--- config.mk ---
export PLATFORM = sky130hd
export DESIGN_NAME = if_id_fetch_stage_flat
export DESIGN_NICKNAME = d
export VERILOG_FILES = /design/src/rtl/if_id_fetch_stage_if.sv /design/src/rtl/if_id_fetch_stage.sv /design/src/flat_wrapper.sv
export SDC_FILE = /design/constraint.sdc
export NUM_CORES = 1
export LEC_CHECK = 0
export BUFFER_PORTS_ARGS = -buffer_cell sky130_fd_sc_hd__buf_2
export CAP_MARGIN = 10
export CORE_MARGIN = 2
export CORE_UTILIZATION = 35
export CTS_CLUSTER_DIAMETER = 50
export DETAILED_ROUTE_END_ITERATION = 6
export PLACE_DENSITY = 0.69
export SYNTH_ARGS = -nofsm -noshare
export SYNTH_HDL_FRONTEND = slang
export SYNTH_SLANG_ARGS = --single-unit
--- constraint.sdc ---
create_clock -name clk -period 2.5 [get_ports clk]
set_clock_uncertainty 0.15 [all_clocks]
set_input_delay 0.25 -clock clk [delete_from_list [all_inputs] [get_ports clk]]
set_output_delay 0.25 -clock clk [all_outputs]
set_load 0.02 [all_outputs]
--- src/rtl/if_id_fetch_stage_if.sv ---
// ============================================================================
// Module   : if_id_fetch_stage_if
// Brief    : Fetch-stage bundle: hazard/redirect controls, imem bus, IF/ID outputs.
// Revision : 1.0
// ============================================================================
`default_nettype none

interface if_id_fetch_stage_if #(
    parameter int N = 32
);
    logic         stall;
    logic         redirect;
    logic [N-1:0] redirect_pc;
    logic [N-1:0] imem_addr;
    logic         imem_req;
    logic [N-1:0] imem_rdata;
    logic         imem_ready;
    logic [N-1:0] pc;
    logic [N-1:0] ins_id;
    logic [N-1:0] pc_plus4_id;
    logic         valid_id;
    logic [N-1:0] fetch_count;

    // Fetch stage side
    modport master (
        input  stall, redirect, redirect_pc, imem_rdata, imem_ready,
        output imem_addr, imem_req, pc, ins_id, pc_plus4_id, valid_id, fetch_count
    );

    // Environment side (hazard unit, imem, decoder)
    modport slave (
        output stall, redirect, redirect_pc, imem_rdata, imem_ready,
        input  imem_addr, imem_req, pc, ins_id, pc_plus4_id, valid_id, fetch_count
    );
endinterface

`default_nettype wire

--- src/rtl/if_id_fetch_stage.sv ---
// ============================================================================
// Module   : if_id_fetch_stage
// Brief    : PC register, instruction fetch and IF/ID pipeline register.
// Revision : 1.0
// ============================================================================
`default_nettype none

module if_id_fetch_stage #(
    parameter int          N        = 32,
    parameter logic [31:0] RESET_PC = 32'h0000_0000,
    parameter logic [31:0] NOP_WORD = 32'h0000_0000
) (
    input  wire logic           clk,
    input  wire logic           rst,
    if_id_fetch_stage_if.master bus
);

    localparam logic [N-1:0] c_PC_STEP = N'(4);

    logic [N-1:0] r_pc;
    logic [N-1:0] r_ins_id;
    logic [N-1:0] r_pc_plus4_id;
    logic         r_valid_id;
    logic [N-1:0] r_fetch_count;

    logic [N-1:0] w_pc_plus4;
    logic [N-1:0] w_redirect_target;

    // Both wrap modulo 2^N by construction of the operand widths.
    assign w_pc_plus4        = r_pc + c_PC_STEP;
    assign w_redirect_target = {bus.redirect_pc[N-1:2], 2'b00};

    always_ff @(posedge clk) begin
        if (rst) begin
            r_pc          <= N'(RESET_PC);
            r_ins_id      <= N'(NOP_WORD);
            r_pc_plus4_id <= '0;
            r_valid_id    <= 1'b0;
            r_fetch_count <= '0;
        end else if (bus.redirect) begin
            // Redirect discards whatever is in flight, even under stall.
            r_pc          <= w_redirect_target;
            r_ins_id      <= N'(NOP_WORD);
            r_pc_plus4_id <= '0;
            r_valid_id    <= 1'b0;
        end else if (bus.stall) begin
            r_pc          <= r_pc;
        end else if (!bus.imem_ready) begin
            r_ins_id      <= N'(NOP_WORD);
            r_pc_plus4_id <= '0;
            r_valid_id    <= 1'b0;
        end else begin
            r_pc          <= w_pc_plus4;
            r_ins_id      <= bus.imem_rdata;
            r_pc_plus4_id <= w_pc_plus4;
            r_valid_id    <= 1'b1;
            r_fetch_count <= r_fetch_count + N'(1);
        end
    end

    assign bus.imem_addr   = r_pc;
    assign bus.imem_req    = !rst && !bus.stall;
    assign bus.pc          = r_pc;
    assign bus.ins_id      = r_ins_id;
    assign bus.pc_plus4_id = r_pc_plus4_id;
    assign bus.valid_id    = r_valid_id;
    assign bus.fetch_count = r_fetch_count;

endmodule

`default_nettype wire

--- src/flat_wrapper.sv ---
// flat-port wrapper written by rule: the top's interface ports become plain ports
module if_id_fetch_stage_flat 
#(
    parameter int          N        = 32,
    parameter logic [31:0] RESET_PC = 32'h0000_0000,
    parameter logic [31:0] NOP_WORD = 32'h0000_0000
)
  (clk, rst, bus_stall, bus_redirect, bus_redirect_pc, bus_imem_rdata, bus_imem_ready, bus_imem_addr, bus_imem_req, bus_pc, bus_ins_id, bus_pc_plus4_id, bus_valid_id, bus_fetch_count);
  if_id_fetch_stage_if #(.N(N)) bus_i ();
  input  wire logic clk;
  input  wire logic rst;
  input wire logic [$bits(bus_i.stall)-1:0] bus_stall;
  input wire logic [$bits(bus_i.redirect)-1:0] bus_redirect;
  input wire logic [$bits(bus_i.redirect_pc)-1:0] bus_redirect_pc;
  input wire logic [$bits(bus_i.imem_rdata)-1:0] bus_imem_rdata;
  input wire logic [$bits(bus_i.imem_ready)-1:0] bus_imem_ready;
  output wire logic [$bits(bus_i.imem_addr)-1:0] bus_imem_addr;
  output wire logic [$bits(bus_i.imem_req)-1:0] bus_imem_req;
  output wire logic [$bits(bus_i.pc)-1:0] bus_pc;
  output wire logic [$bits(bus_i.ins_id)-1:0] bus_ins_id;
  output wire logic [$bits(bus_i.pc_plus4_id)-1:0] bus_pc_plus4_id;
  output wire logic [$bits(bus_i.valid_id)-1:0] bus_valid_id;
  output wire logic [$bits(bus_i.fetch_count)-1:0] bus_fetch_count;
  assign bus_i.stall = bus_stall;
  assign bus_i.redirect = bus_redirect;
  assign bus_i.redirect_pc = bus_redirect_pc;
  assign bus_i.imem_rdata = bus_imem_rdata;
  assign bus_i.imem_ready = bus_imem_ready;
  assign bus_imem_addr = bus_i.imem_addr;
  assign bus_imem_req = bus_i.imem_req;
  assign bus_pc = bus_i.pc;
  assign bus_ins_id = bus_i.ins_id;
  assign bus_pc_plus4_id = bus_i.pc_plus4_id;
  assign bus_valid_id = bus_i.valid_id;
  assign bus_fetch_count = bus_i.fetch_count;
  if_id_fetch_stage #(.N(N), .RESET_PC(RESET_PC), .NOP_WORD(NOP_WORD)) u_core (.clk(clk), .rst(rst), .bus(bus_i));
endmodule
==> impl_metrics.tcl, run 1 <==
set metrics [dict create \
    placed_cells 1081 \
    worst_skew_pair.late_latency_ns 0.42 \
    fin_hold_ws_ns 0.0745 \
    grt_max_degree 45 \
    finalWirelength_um 18000 \
    die_w_um 134 \
    synth_top_area_share 0.421 \
    synth_area_leaders "dfxtp_1 42%, xor2_1 8.1%, nor2_1 6.8%" \
    routed_via_density 4.89 \
    avgSynthCellArea_sq_um 8.66 \
    cts_resized 0 \
    gp_congestion 0.824 \
    p_clk_frac 0.481 \
    overflow 0 \
    hold_buffers 61 \
    rsz0062_at_grt "no" \
    ant_nets 0 \
    grt_pass1_wl_um 28400 \
    clock-sinks 125 \
    synth-warning-count 0 \
    vdd_ir_drop_max_mv 0.471 \
    synth_top_family_by_area "simple AND/OR/NAND/NOR gates" \
    hold_viol_final 0 \
    synth_compound_area_frac 0.111 \
    internal_power_mw 3.88 \
    synth_area_leader_cell "dfxtp_1" \
    h-tree-depth 4 \
    timing.final.crit_share 0.875 \
    cp_max_fo 8 \
    r2r_slack_ns 0.31 \
    track_usage 0.199 \
    synth_area_sq_um 5940 \
    timing.final.setup_violations 0 \
    die_h_um 134 \
    layout-drive-gt1-share 0.314 \
    fmax_mhz 457 \
    path_class "reg -> reg" \
    slew_viol_final 0 \
    tightest_slew_ns 0.549 \
    finalSetupTns_ns 0 \
    synth_flop_cell "dfxtp_1" \
    swShare 0.256 \
    maxCapViolations 0 \
    syn_to_final_growth_pct 39.0 \
    muxShareOfSynthArea 0.00674 \
    synth_common_cells "125 x dfxtp_1, 108 x nor2_1, 59 x nand2_1, 55 x xor2_1, 38 x a22oi_1" \
    ctsLongestPathBuffers 2 \
    critPathLaunchType "register" \
    yosysMostFrequentCell "dfxtp_1" \
    rows 47 \
    cts_root_buf "clkbuf_16" \
    synth_xor_area_frac 0.119 \
    power_frac_seq 0.404 \
    async_flop_share 0 \
    final_area_sq_um 8260 \
    drcViolationCount 0 \
    dr_total_vias 5751 \
    dpl.hpwl_um 12000 \
    outcome "complete, no violations" \
    yosys.cell_types.count 52 \
    cts.reportedPaths.clkPinSlew_ns 0.06 \
    fin_nets 1012 \
    cts_tree "done" \
    p_per_area_nw_per_um2 631 \
    synthCells 686 \
    max-slew-margin-rel 0.631 \
    final_cells 1175 \
    end_kind "register" \
    cts-buffers-inserted 17 \
    p_leak_nw 3.71 \
    dieArea_sq_um 18000 \
    p_sw_mw 1.34 \
    pin_count 231 \
    antenna_found_initial 1 \
    synth_seq_area_share 0.421 \
    start_util 0.358 \
    drt-initial-drc-count 337 \
    crit_arrival_ns 2.38 \
    post-route-util 0.498 \
    synth_edf_count 0 \
    comb_power_share 0.115 \
    grt_pass1_vias 5532 \
    synth-seq-cells 125 \
    wl_per_cell_um 15.3 \
    numPortBuffers 222 \
    place_area_sq_um 7050 \
    required_ns 2.69 \
    synthAdderAreaFrac 0.00421 \
    synth-simple-area-share 0.243 \
    core_sq_um 16600 \
    finalCriticalPeriod_ns 2.19 \
    worstHoldPathType "in -> reg" \
    post_cts_buffers 0 \
    drtPass1Iterations 5 \
]
-- metrics by stage --
stage | setup WS (ns) | power (mW)
floorplan | 0.280 | 2.51
global placement | 0.371 | 2.66
detailed placement | 0.333 | 2.67
CTS | 0.325 | 5.26
global route | 0.144 | 5.40
finish | 0.312 | 5.22
-- worst paths after layout --
check                              from                    endpoint  cells after the start
max             u_core.bus.imem_addr[2]    u_core.bus.imem_addr[28]                      6
min                  bus_redirect_pc[5]     u_core.bus.imem_addr[5]                      3
max reg2reg     u_core.bus.imem_addr[2]    u_core.bus.imem_addr[28]                      6
min reg2reg  u_core.bus.pc_plus4_id[14]  u_core.bus.pc_plus4_id[14]                      2
-- layout by cell type, fill, tap and decap left out, types with 5 or more instances in the layout --
master	count
a211oi_1	14
a21oi_1	16
a22oi_1	38
and3_1	12
and4_1	7
buf_2	222
buf_4	31
clkbuf_16	17
clkinv_2	5
conb_1	6
dfxtp_1	125
dlygate4sd3_1	61
inv_1	6
nand2_1	59
nand3_1	32
nand4_1	29
nor2_1	108
o21ai_0	26
xnor2_1	26
xor2_1	55
-- cells by family after synthesis --
family / Yosys count
flip-flops: 125
other: 1
XOR/XNOR: 81
AND/OR/NAND/NOR: 282
AO/OA/AOI/OAI: 102
adder cells (fa/ha/maj): 2
multiplexers: 4
buffers and inverters: 89
-- state kept, by name, summed over array words and instances (netlist names) --
name	flops
u_core.bus.ins_id	32
u_core.bus.valid_id	1
u_core.bus.fetch_count	32
u_core.bus.pc_plus4_id	30
u_core.bus.imem_addr	30
-- critical path: stages (launching register included) --
cell and delay, ns:
dfxtp_1 0.33, ha_1 0.28, nand4_4 0.20, nor4_4 0.57, nand4_1 0.19, xor2_1 0.18, a211oi_1 0.22
-- cell type report --
class,count,area [sq um]
Clock buffer,20,447
Tap cell,220,275
Fill cell,1575,8320
Multi-Input combinational cell,477,2910
Antenna cell,1,2.50
Clock inverter,12,145
Sequential cell,125,2500
Inverter,6,22.5
Timing Repair Buffer,314,1950
-- power groups by stage --
stage,registers [mW],clock network [mW],logic (mW)
after floorplan,2.20,0,0.314
after global placement,2.15,0,0.518
after detailed placement,2.15,0,0.522
after CTS,2.10,2.56,0.598
after global routing,2.11,2.64,0.647
final,2.11,2.51,0.599
-- routing by layer --
layer	part of all wire	up-vias	global-route usage	wire length [um]
met1	0.44	2688	0.248	7980
met4	0.023	0	0.0860	406
met5	0	-	0	0
met2	0.48	195	0.323	8600
met3	0.058	35	0.0525	1050
li1	-	2833	-	-
(Power assumes the default switching activity.)
==> inputs of run 2 (changes only) <==
--- a/config.mk
+++ b/config.mk
@@ -12,6 +12,7 @@
 export CTS_CLUSTER_DIAMETER = 50
 export DETAILED_ROUTE_END_ITERATION = 6
 export PLACE_DENSITY = 0.69
+export SETUP_SLACK_MARGIN = 0.1
 export SYNTH_ARGS = -nofsm -noshare
 export SYNTH_HDL_FRONTEND = slang
 export SYNTH_SLANG_ARGS = --single-unit
==> constraint.sdc (replaced) <==
create_clock -name clk -period 2.05 [get_ports clk]
set_clock_uncertainty 0.15 [all_clocks]
set_input_delay 0.3075 -clock clk [delete_from_list [all_inputs] [get_ports clk]]
set_output_delay 0.3075 -clock clk [all_outputs]
set_load 0.02 [all_outputs]
==> impl_metrics.tcl, run 2 (same netlist as run 1, synthesis figures left out) <==
set metrics [dict create \
    maxCapViolations 0 \
    ant_nets 0 \
    dieArea_sq_um 18000 \
    nFillCells 1538 \
    cts_tree "done" \
    worstHoldPathType "in -> reg" \
    end_kind "register" \
    swShare 0.247 \
    post-route-util 0.501 \
    final_common_cell "buf_2" \
    rsz0062_at_grt "yes" \
    power_frac_seq 0.405 \
    fin_nets 1010 \
    timing.final.crit_share 0.912 \
    rows 47 \
    pin_count 231 \
    total_power_mw 6.37 \
    critPathTopFamily "simple AND/OR/NAND/NOR gates" \
    wl_per_cell_um 15.4 \
    diodes 0 \
    overflow 0 \
    final.setup.worst_slack_ns 0.180 \
    worst_skew_pair.late_latency_ns 0.42 \
    multi_input_area_sq_um 2960 \
    path_cells "buf_4, nand3_1, or4_4, or4_1, nand3_1" \
    numPortBuffers 222 \
    die_h_um 134 \
    ctsLongestPathBuffers 2 \
    cp_common_cell "nand3_1" \
    cts_root_buf "clkbuf_16" \
    finalSetupTns_ns 0 \
    critical-path-slowest-cell "or4_4" \
    die_w_um 134 \
    start_util 0.358 \
    regArea_sq_um 2540 \
    track_usage 0.198 \
    p_clk_frac 0.482 \
    timing.final.setup_violations 0 \
    cp_num_buf_inv 1 \
    finalWirelength_um 18000 \
    required_ns 2.27 \
    drtPass1Iterations 5 \
    core_sq_um 16600 \
    place_ws_ns 0.0834 \
    drt-initial-drc-count 274 \
    h-tree-depth 4 \
    critPathLaunchType "register" \
    internal_power_mw 4.79 \
    syn_to_final_growth_pct 39.8 \
    comb_power_share 0.113 \
    grt_pass1_vias 5426 \
    cts-buffers-inserted 17 \
    cts.reportedPaths.clkPinSlew_ns 0.06 \
    p_per_area_nw_per_um2 766 \
    finalCriticalPeriod_ns 1.87 \
    antenna_found_initial 1 \
    gp_congestion 0.822 \
    grt_pass1_wl_um 28300 \
    dr_total_vias 5795 \
    drcViolationCount 0 \
    grt_max_degree 42 \
    p_leak_nw 3.75 \
    crit_arrival_ns 2.09 \
    vdd_ir_drop_max_mv 0.568 \
    clock-sinks 125 \
    routed_via_density 4.94 \
    fin_hold_ws_ns 0.0235 \
    slew_viol_final 0 \
    dpl.hpwl_um 12100 \
    hold_viol_final 0 \
    outcome "complete, no violations" \
    cp_max_fo 7 \
    slowest_delay_ns 0.56 \
    p_sw_mw 1.57 \
    fmax_mhz 535 \
    final_cell_mix "222 x buf_2, 107 x nor2_1, 105 x dfxtp_1" \
    layout-drive-gt1-share 0.352 \
    path_class "reg -> reg" \
]
run 2: worst paths after layout:
check             cells after the start  slack (ns)                         end                        from
setup / recovery                      5        0.18  u_core.bus.pc_plus4_id[31]     u_core.bus.imem_addr[2]
hold / removal                        3        0.02    u_core.bus.imem_addr[27]         bus_redirect_pc[27]
setup reg to reg                      5        0.18  u_core.bus.pc_plus4_id[31]     u_core.bus.imem_addr[2]
hold reg to reg                       2        0.30  u_core.bus.pc_plus4_id[14]  u_core.bus.pc_plus4_id[14]
run 2: worst reg2reg max path, cell delays in order, from the launching register on:
cell and delay, ns:
dfxtp_2 0.35, buf_4 0.18, nand3_1 0.08, or4_4 0.56, or4_1 0.41, nand3_1 0.09
run 2: through the flow:
step / instance area, sq um / cells
2_1_floorplan: 6020 / 691
3_3_place_gp: 7170 / 1090
3_5_place_dp: 7170 / 1090
4_1_cts: 8260 / 1171
5_1_grt: 8310 / 1172
6_report: 8310 / 1172
run 2: power by group through the flow:
stage	clock, mW	sequential (mW)	combinational (mW)
floorplan	0	2.68	0.386
global placement	0	2.62	0.635
detailed placement	0	2.63	0.637
CTS	3.14	2.58	0.712
global route	3.25	2.59	0.774
finish	3.07	2.58	0.717
run 2: layer usage:
metal | GRT usage | up-vias | part of all wire
met1 | 0.249 | 2734 | 0.44
met3 | 0.0559 | 23 | 0.055
li1 | - | 2844 | -
met4 | 0.0725 | 2 | 0.015
met2 | 0.324 | 192 | 0.49
met5 | 0 | - | 0.00072
run 2: layout make-up:
| class | count | area share |
|---|---|---|
| repair buffers | 312 | 0.230 |
| clock buffers | 25 | 0.0584 |
| flip-flops and latches | 125 | 0.306 |
| multi-input cells | 477 | 0.356 |
| clock inverters | 7 | 0.0133 |
| well taps | 220 | 0.0331 |
| inverters | 6 | 0.00271 |
run 2: timing repair:
item	in CTS	in global routing
pin swaps	1	2
hold buffers	48	0
buffers inserted	1	1
endpoints found under the hold margin	48	0
resized for setup	2	10
endpoints found under the setup margin	4	20
